File: src/rtl/seq_add_sub.sv
`default_nettype none
// +------------------------------------------------------------------------+
// | Module      : seq_add_sub                                              |
// | Description : Chunk-serial two's-complement adder/subtractor. Takes an |
// |               n-bit operand pair, processes w bits per cycle and holds |
// |               the result until the consumer accepts it.                |
// |               Optional macro SEQ_ADD_SUB_SAT_EN: saturate s on signed  |
// |               overflow instead of wrapping.                            |
// | Revision    : 1.0 - initial release                                    |
// +------------------------------------------------------------------------+
module seq_add_sub #(
  parameter int n = 16,
  parameter int w = 4
) (
  input  logic         clk,
  input  logic         rst,
  input  logic         in_valid,
  output logic         in_ready,
  input  logic [n-1:0] x,
  input  logic [n-1:0] y,
  input  logic         control_bit,
  output logic         out_valid,
  input  logic         out_ready,
  output logic [n-1:0] s,
  output logic         cout,
  output logic         overflow,
  output logic         zero
);

  localparam int c_chunks = n / w;
  localparam int c_k_w    = (c_chunks > 1) ? $clog2(c_chunks) : 1;
  localparam logic [c_k_w-1:0] c_last = c_k_w'(c_chunks - 1);

  // Reject geometries where the operand cannot be split into whole chunks.
  generate
    if (n < 2 || w < 1 || w > n || (n % w) != 0) begin : g_param_check
      $error("seq_add_sub: need n >= 2, 1 <= w <= n and n %% w == 0");
    end
  endgenerate

  typedef enum logic [1:0] {
    IDLE = 2'd0,
    RUN  = 2'd1,
    DONE = 2'd2
  } state_t;

  state_t            r_state;
  state_t            w_state_next;

  logic [n-1:0]      r_x;
  logic [n-1:0]      r_y;        // y already inverted for subtract
  logic              r_carry;
  logic [c_k_w-1:0]  r_k;
  logic [n-1:0]      r_acc;      // partial unsaturated result
  logic [n-1:0]      r_s;
  logic              r_cout;
  logic              r_ovf;
  logic              r_zero;

  int                w_idx;
  logic [w-1:0]      w_x_chunk;
  logic [w-1:0]      w_y_chunk;
  logic [w:0]        w_sum;
  logic [n-1:0]      w_acc_next;
  logic              w_ovf;
  logic [n-1:0]      w_s_final;
  logic              w_last;

  assign in_ready  = (r_state == IDLE) && !rst;
  assign out_valid = (r_state == DONE);
  assign s         = r_s;
  assign cout      = r_cout;
  assign overflow  = r_ovf;
  assign zero      = r_zero;

  // State register.
  always_ff @(posedge clk) begin
    if (rst) r_state <= IDLE;
    else     r_state <= w_state_next;
  end

  // Next-state logic: accept in IDLE, step through chunks, wait for consumer.
  always_comb begin
    w_state_next = r_state;
    case (r_state)
      IDLE:    if (in_valid)  w_state_next = RUN;
      RUN:     if (w_last)    w_state_next = DONE;
      DONE:    if (out_ready) w_state_next = IDLE;
      default:                w_state_next = IDLE;
    endcase
  end

  // One chunk of ripple addition plus the final overflow/saturation view.
  always_comb begin
    w_last     = (r_k == c_last);
    w_idx      = int'(r_k) * w;
    w_x_chunk  = r_x[w_idx +: w];
    w_y_chunk  = r_y[w_idx +: w];
    w_sum      = {1'b0, w_x_chunk} + {1'b0, w_y_chunk} + {{w{1'b0}}, r_carry};
    w_acc_next = r_acc;
    w_acc_next[w_idx +: w] = w_sum[w-1:0];
    // Only meaningful on the last chunk, which holds the sign bit.
    w_ovf = (~r_x[n-1] & ~r_y[n-1] &  w_acc_next[n-1]) |
            ( r_x[n-1] &  r_y[n-1] & ~w_acc_next[n-1]);
`ifdef SEQ_ADD_SUB_SAT_EN
    if (w_ovf) w_s_final = r_x[n-1] ? {1'b1, {(n-1){1'b0}}} : {1'b0, {(n-1){1'b1}}};
    else       w_s_final = w_acc_next;
`else
    w_s_final = w_acc_next;
`endif
  end

  // Operand capture, chunk accumulation and result registers.
  always_ff @(posedge clk) begin
    if (rst) begin
      r_x     <= '0;
      r_y     <= '0;
      r_carry <= 1'b0;
      r_k     <= '0;
      r_acc   <= '0;
      r_s     <= '0;
      r_cout  <= 1'b0;
      r_ovf   <= 1'b0;
      r_zero  <= 1'b0;
    end else begin
      case (r_state)
        IDLE: begin
          if (in_valid) begin
            r_x     <= x;
            r_y     <= y ^ {n{control_bit}};
            r_carry <= control_bit;
            r_k     <= '0;
            r_acc   <= '0;
          end
        end
        RUN: begin
          r_acc   <= w_acc_next;
          r_carry <= w_sum[w];
          r_k     <= r_k + c_k_w'(1);
          if (w_last) begin
            r_s    <= w_s_final;
            r_cout <= w_sum[w];
            r_ovf  <= w_ovf;
            r_zero <= (w_s_final == '0);
          end
        end
        default: begin
        end
      endcase
    end
  end

endmodule
`default_nettype wire

File: config.mk
export PLATFORM = sky130hd
export DESIGN_NAME = seq_add_sub
export DESIGN_NICKNAME = d
export VERILOG_FILES = /design/src/rtl/seq_add_sub.sv
export SDC_FILE = /design/constraint.sdc
export NUM_CORES = 1
export LEC_CHECK = 0
export BUFFER_PORTS_ARGS = -buffer_cell sky130_fd_sc_hd__clkbuf_2
export CAP_MARGIN = 20
export CORE_MARGIN = 5
export CORE_UTILIZATION = 30
export DETAILED_ROUTE_END_ITERATION = 10
export GPL_TIMING_DRIVEN = 0
export SKIP_CTS_REPAIR_TIMING = 1
export SYNTH_ARGS = -nofsm -noshare
export SYNTH_HDL_FRONTEND = slang
export SYNTH_SLANG_ARGS = --single-unit
File: constraint.sdc
create_clock -name clk -period 7 [get_ports clk]
set_clock_uncertainty 0.05 [all_clocks]
set_input_delay 0.35 -clock clk [delete_from_list [all_inputs] [get_ports clk]]
set_output_delay 0.35 -clock clk [all_outputs]
set_load 0.005 [all_outputs]
==> flow_summary.yaml <==
setup_path:
  regToRegSetupSlack_ps: 3250
  critPathRequiredTime_ps: 7190
  timing_worst_setup_path_type: "reg -> reg"
  r2r_start: "r_k[0]"
  r2r_cells: 10
  crit_fanout: 10
  crit_path_end_kind: "register"
  critical_path_arrival_ps: 3940
  crit_path_start_kind: "register"
  regToRegEndpoint: "overflow"
cts:
  cts.path.max_buffers: 2
  cts.reportedPaths.clkPinSlew_ps: 60
  inserted_clock_buffers: 9
  tritoncts_num_sinks: 72
  clock_latency_ps: 330
  cts-root-buf: "clkbuf_16"
  htree_num_levels: 3
  cts_tree: "yes"
pwr:
  ir_worst_vdd_mv: 0.129
  fin_total_pwr_mw: 1.06
  power.density_cell_area_nw_per_um2: 248
  leakage_nw: 1.62
min_path:
  worst_hold_path.num_cells: 3
  timing.hold.worst_endpoint: "r_x[1]"
  timing.hold.worst.class: "in -> reg"
  hold_path_startpoint: "x[1]"
cells_and_area:
  num_antenna_cells: 0
  final_cell_area_um2: 4270
  storage_element_area_um2: 1440
  instances_no_fill: 628
  drive_above_1_share_pct: 18.4
  finalNetCount: 528
  multi_input_comb_area_um2: 1880
  utilization_pct: 37.4
  area_growth_syn_to_layout_pct: 21.7
  fillers: 1194
die:
  chipWidth_um: 118
  pin_count: 58
  die-area_um2: 14000
  core-area_um2: 11400
  initial_utilization_pct: 30.7
  die-height_um: 118
  placement_rows: 39
timing:
  relSlewSlack_pct: 49.1
  rsz_0062_raised_after_global_routing: "no"
  layout_worst_path_cycle_share_pct: 53.5
  hold_ws_ps: 185
  hold_violations: 0
  fin_setup_tns_ps: 0
  post-route-worst-setup-slack_ps: 3250
  count_of_pins_over_their_slew_limit: 0
  top_achievable_clock_speed_mhz: 267
  max_slew.worst_pin.slew_ps: 762
  setup_violations: 0
  period_needed_ps: 3750
global_routing:
  global_route_wire_length_before_repair_mm: 16.1
  grt_remaining_overflow: 0
  grt_util_met2_pct: 22.2
  grt_util_met1_pct: 18.8
  top_usage_layer: "met2"
  initial_antenna_violation_count: 0
  grt_max_degree: 15
  vias_in_the_first_global_route: 3154
  global_route_total_usage_across_every_layer_pct: 14.3
  use_met3_pct: 4.08
run_status:
  status: "complete, no violations"
synthesis:
  yosys.cell_types.count: 44
  synthFlopType: "dfxtp_1"
  ys.warnings.count: 0
  post_synth_instance_area_um2: 3510
  synth_largest_type_area_fraction_pct: 41.1
  portion_of_the_post_synthesis_area_used_by_sequential_elements_pct: 41.1
  async_reset_ff_share_pct: 0
  synth.net_count: 461
  synth_top_cells_by_area: "dfxtp_1 (41%), nor2_1 (7.2%), a211oi_1 (5.6%)"
  postSynthRegisterBits: 72
  syn-instance-count: 413
  number_of_enable_type_register_cells_in_the_synthesized_netlist: 0
  synth.largest_area_cell: "dfxtp_1"
  syn-mean-instance-area_um2: 8.49
routing:
  overall_routed_net_length_mm: 9.94
  num_vias: 3196
  post-route-drc-count: 0
  wire_per_inst_um: 15.8
  route.antenna.remaining_nets: 0
  vias_per_cell: 5.09
  detailedRoute.firstPassIterationCount: 7
  initialDrtViolationCount: 186
placement:
  post-dp-hpwl_mm: 7.49
  post_dp_cell_area_um2: 3970
  dpl_worst_slack_ps: 3320
  port_buffers: 56
  dpl.cell_count: 612
  routabilityCongestion: 0.946
flow_run:
  drv_cap: 0
## power by group
| part | switching [mW] | internal, mW |
|---|---|---|
| combinational | 0.0974 | 0.0603 |
| clock | 0.183 | 0.279 |
| sequential | 0.0111 | 0.427 |
| total | 0.291 | 0.766 |
## sequential cells by signal, indices dropped and copies added, names as in the netlist
register,flops
r_carry,1
cout,1
r_k,2
r_acc,16
s,16
zero,1
overflow,1
r_y,16
r_state,2
r_x,16
## worst max-delay path by stage
| stage | start | end | slack [ps] | cells past startpoint |
|---|---|---|---|---|
| global route | r_k[0] | overflow | 2980 | 10 |
| CTS | r_k[0] | overflow | 3300 | 10 |
| finish | r_k[0] | overflow | 3250 | 10 |
| floorplan | r_k[0] | zero | 3930 | 10 |
| global placement | r_k[0] | overflow | 3280 | 10 |
| detailed placement | r_k[0] | overflow | 3320 | 10 |
## final cells by class
type / instances / area share (%)
plain buffers: 35 / 3.28
well taps: 143 / 4.19
inverters: 12 / 1.06
multi-input cells: 294 / 44.1
flip-flops and latches: 72 / 33.8
clock inverters: 7 / 1.82
clock buffers: 9 / 5.28
repair buffers: 56 / 6.57
## cell usage in the layout, fill, tap and decap left out, types with 2 or more instances in the layout
cell,n
a31oi_1,12
a22o_1,2
o21ai_0,9
nor3b_1,2
ha_1,9
nor2b_1,12
nand2b_1,3
inv_1,12
a32oi_1,4
a21o_1,2
nand3b_1,3
inv_6,2
mux2i_1,2
clkinv_4,2
dfxtp_1,72
fa_1,2
a41oi_1,3
clkbuf_1,28
a21oi_1,29
nor4bb_1,2
buf_2,7
nand3_1,5
a311oi_1,3
nor3_1,10
clkbuf_2,56
clkbuf_16,9
nand2_1,42
xnor2_1,18
mux4_2,8
a211oi_1,26
a221oi_1,3
nor2_1,67
## worst max-delay path, stage by stage (launching register included)
cell and delay (ps):
dfxtp_1 440, buf_2 330, buf_2 360, mux4_2 580
fa_1 420, a21o_1 170, a21oi_1 170, xnor2_1 160
clkbuf_1 430, a31oi_1 250, a311oi_1 300
## per-layer routing
| metal | share of wire (%) | wire length (µm) | vias up |
|---|---|---|---|
| met4 | 1.7 | 165 | 0 |
| met5 | 0 | 0 | - |
| met3 | 6.2 | 616 | 13 |
| li1 | - | - | 1586 |
| met2 | 46 | 4570 | 116 |
| met1 | 46 | 4580 | 1481 |
## logic make-up after synthesis
kind of cell	synth area share [%]
mux	5.71
simple gates	20.3
buf+inv	5.28
flops	41.1
fa+ha+maj	4.35
xor+xnor	4.50
compound gates	18.7
## Yosys cell counts (all sizes together) (3+ instances only)
cell type  number
a41oi           3
a221oi          3
nand3           5
nand2          43
mux4            8
dfxtp          72
nor2           67
a311oi          3
a31oi          12
a32oi           4
nand3b          3
inv            12
nor3           10
nand2b          3
nor2b          12
buf             7
clkbuf         28
xnor2          18
a211oi         26
a21oi          29
o21ai           9
ha              9
Power figures use the tool's default switching activity.
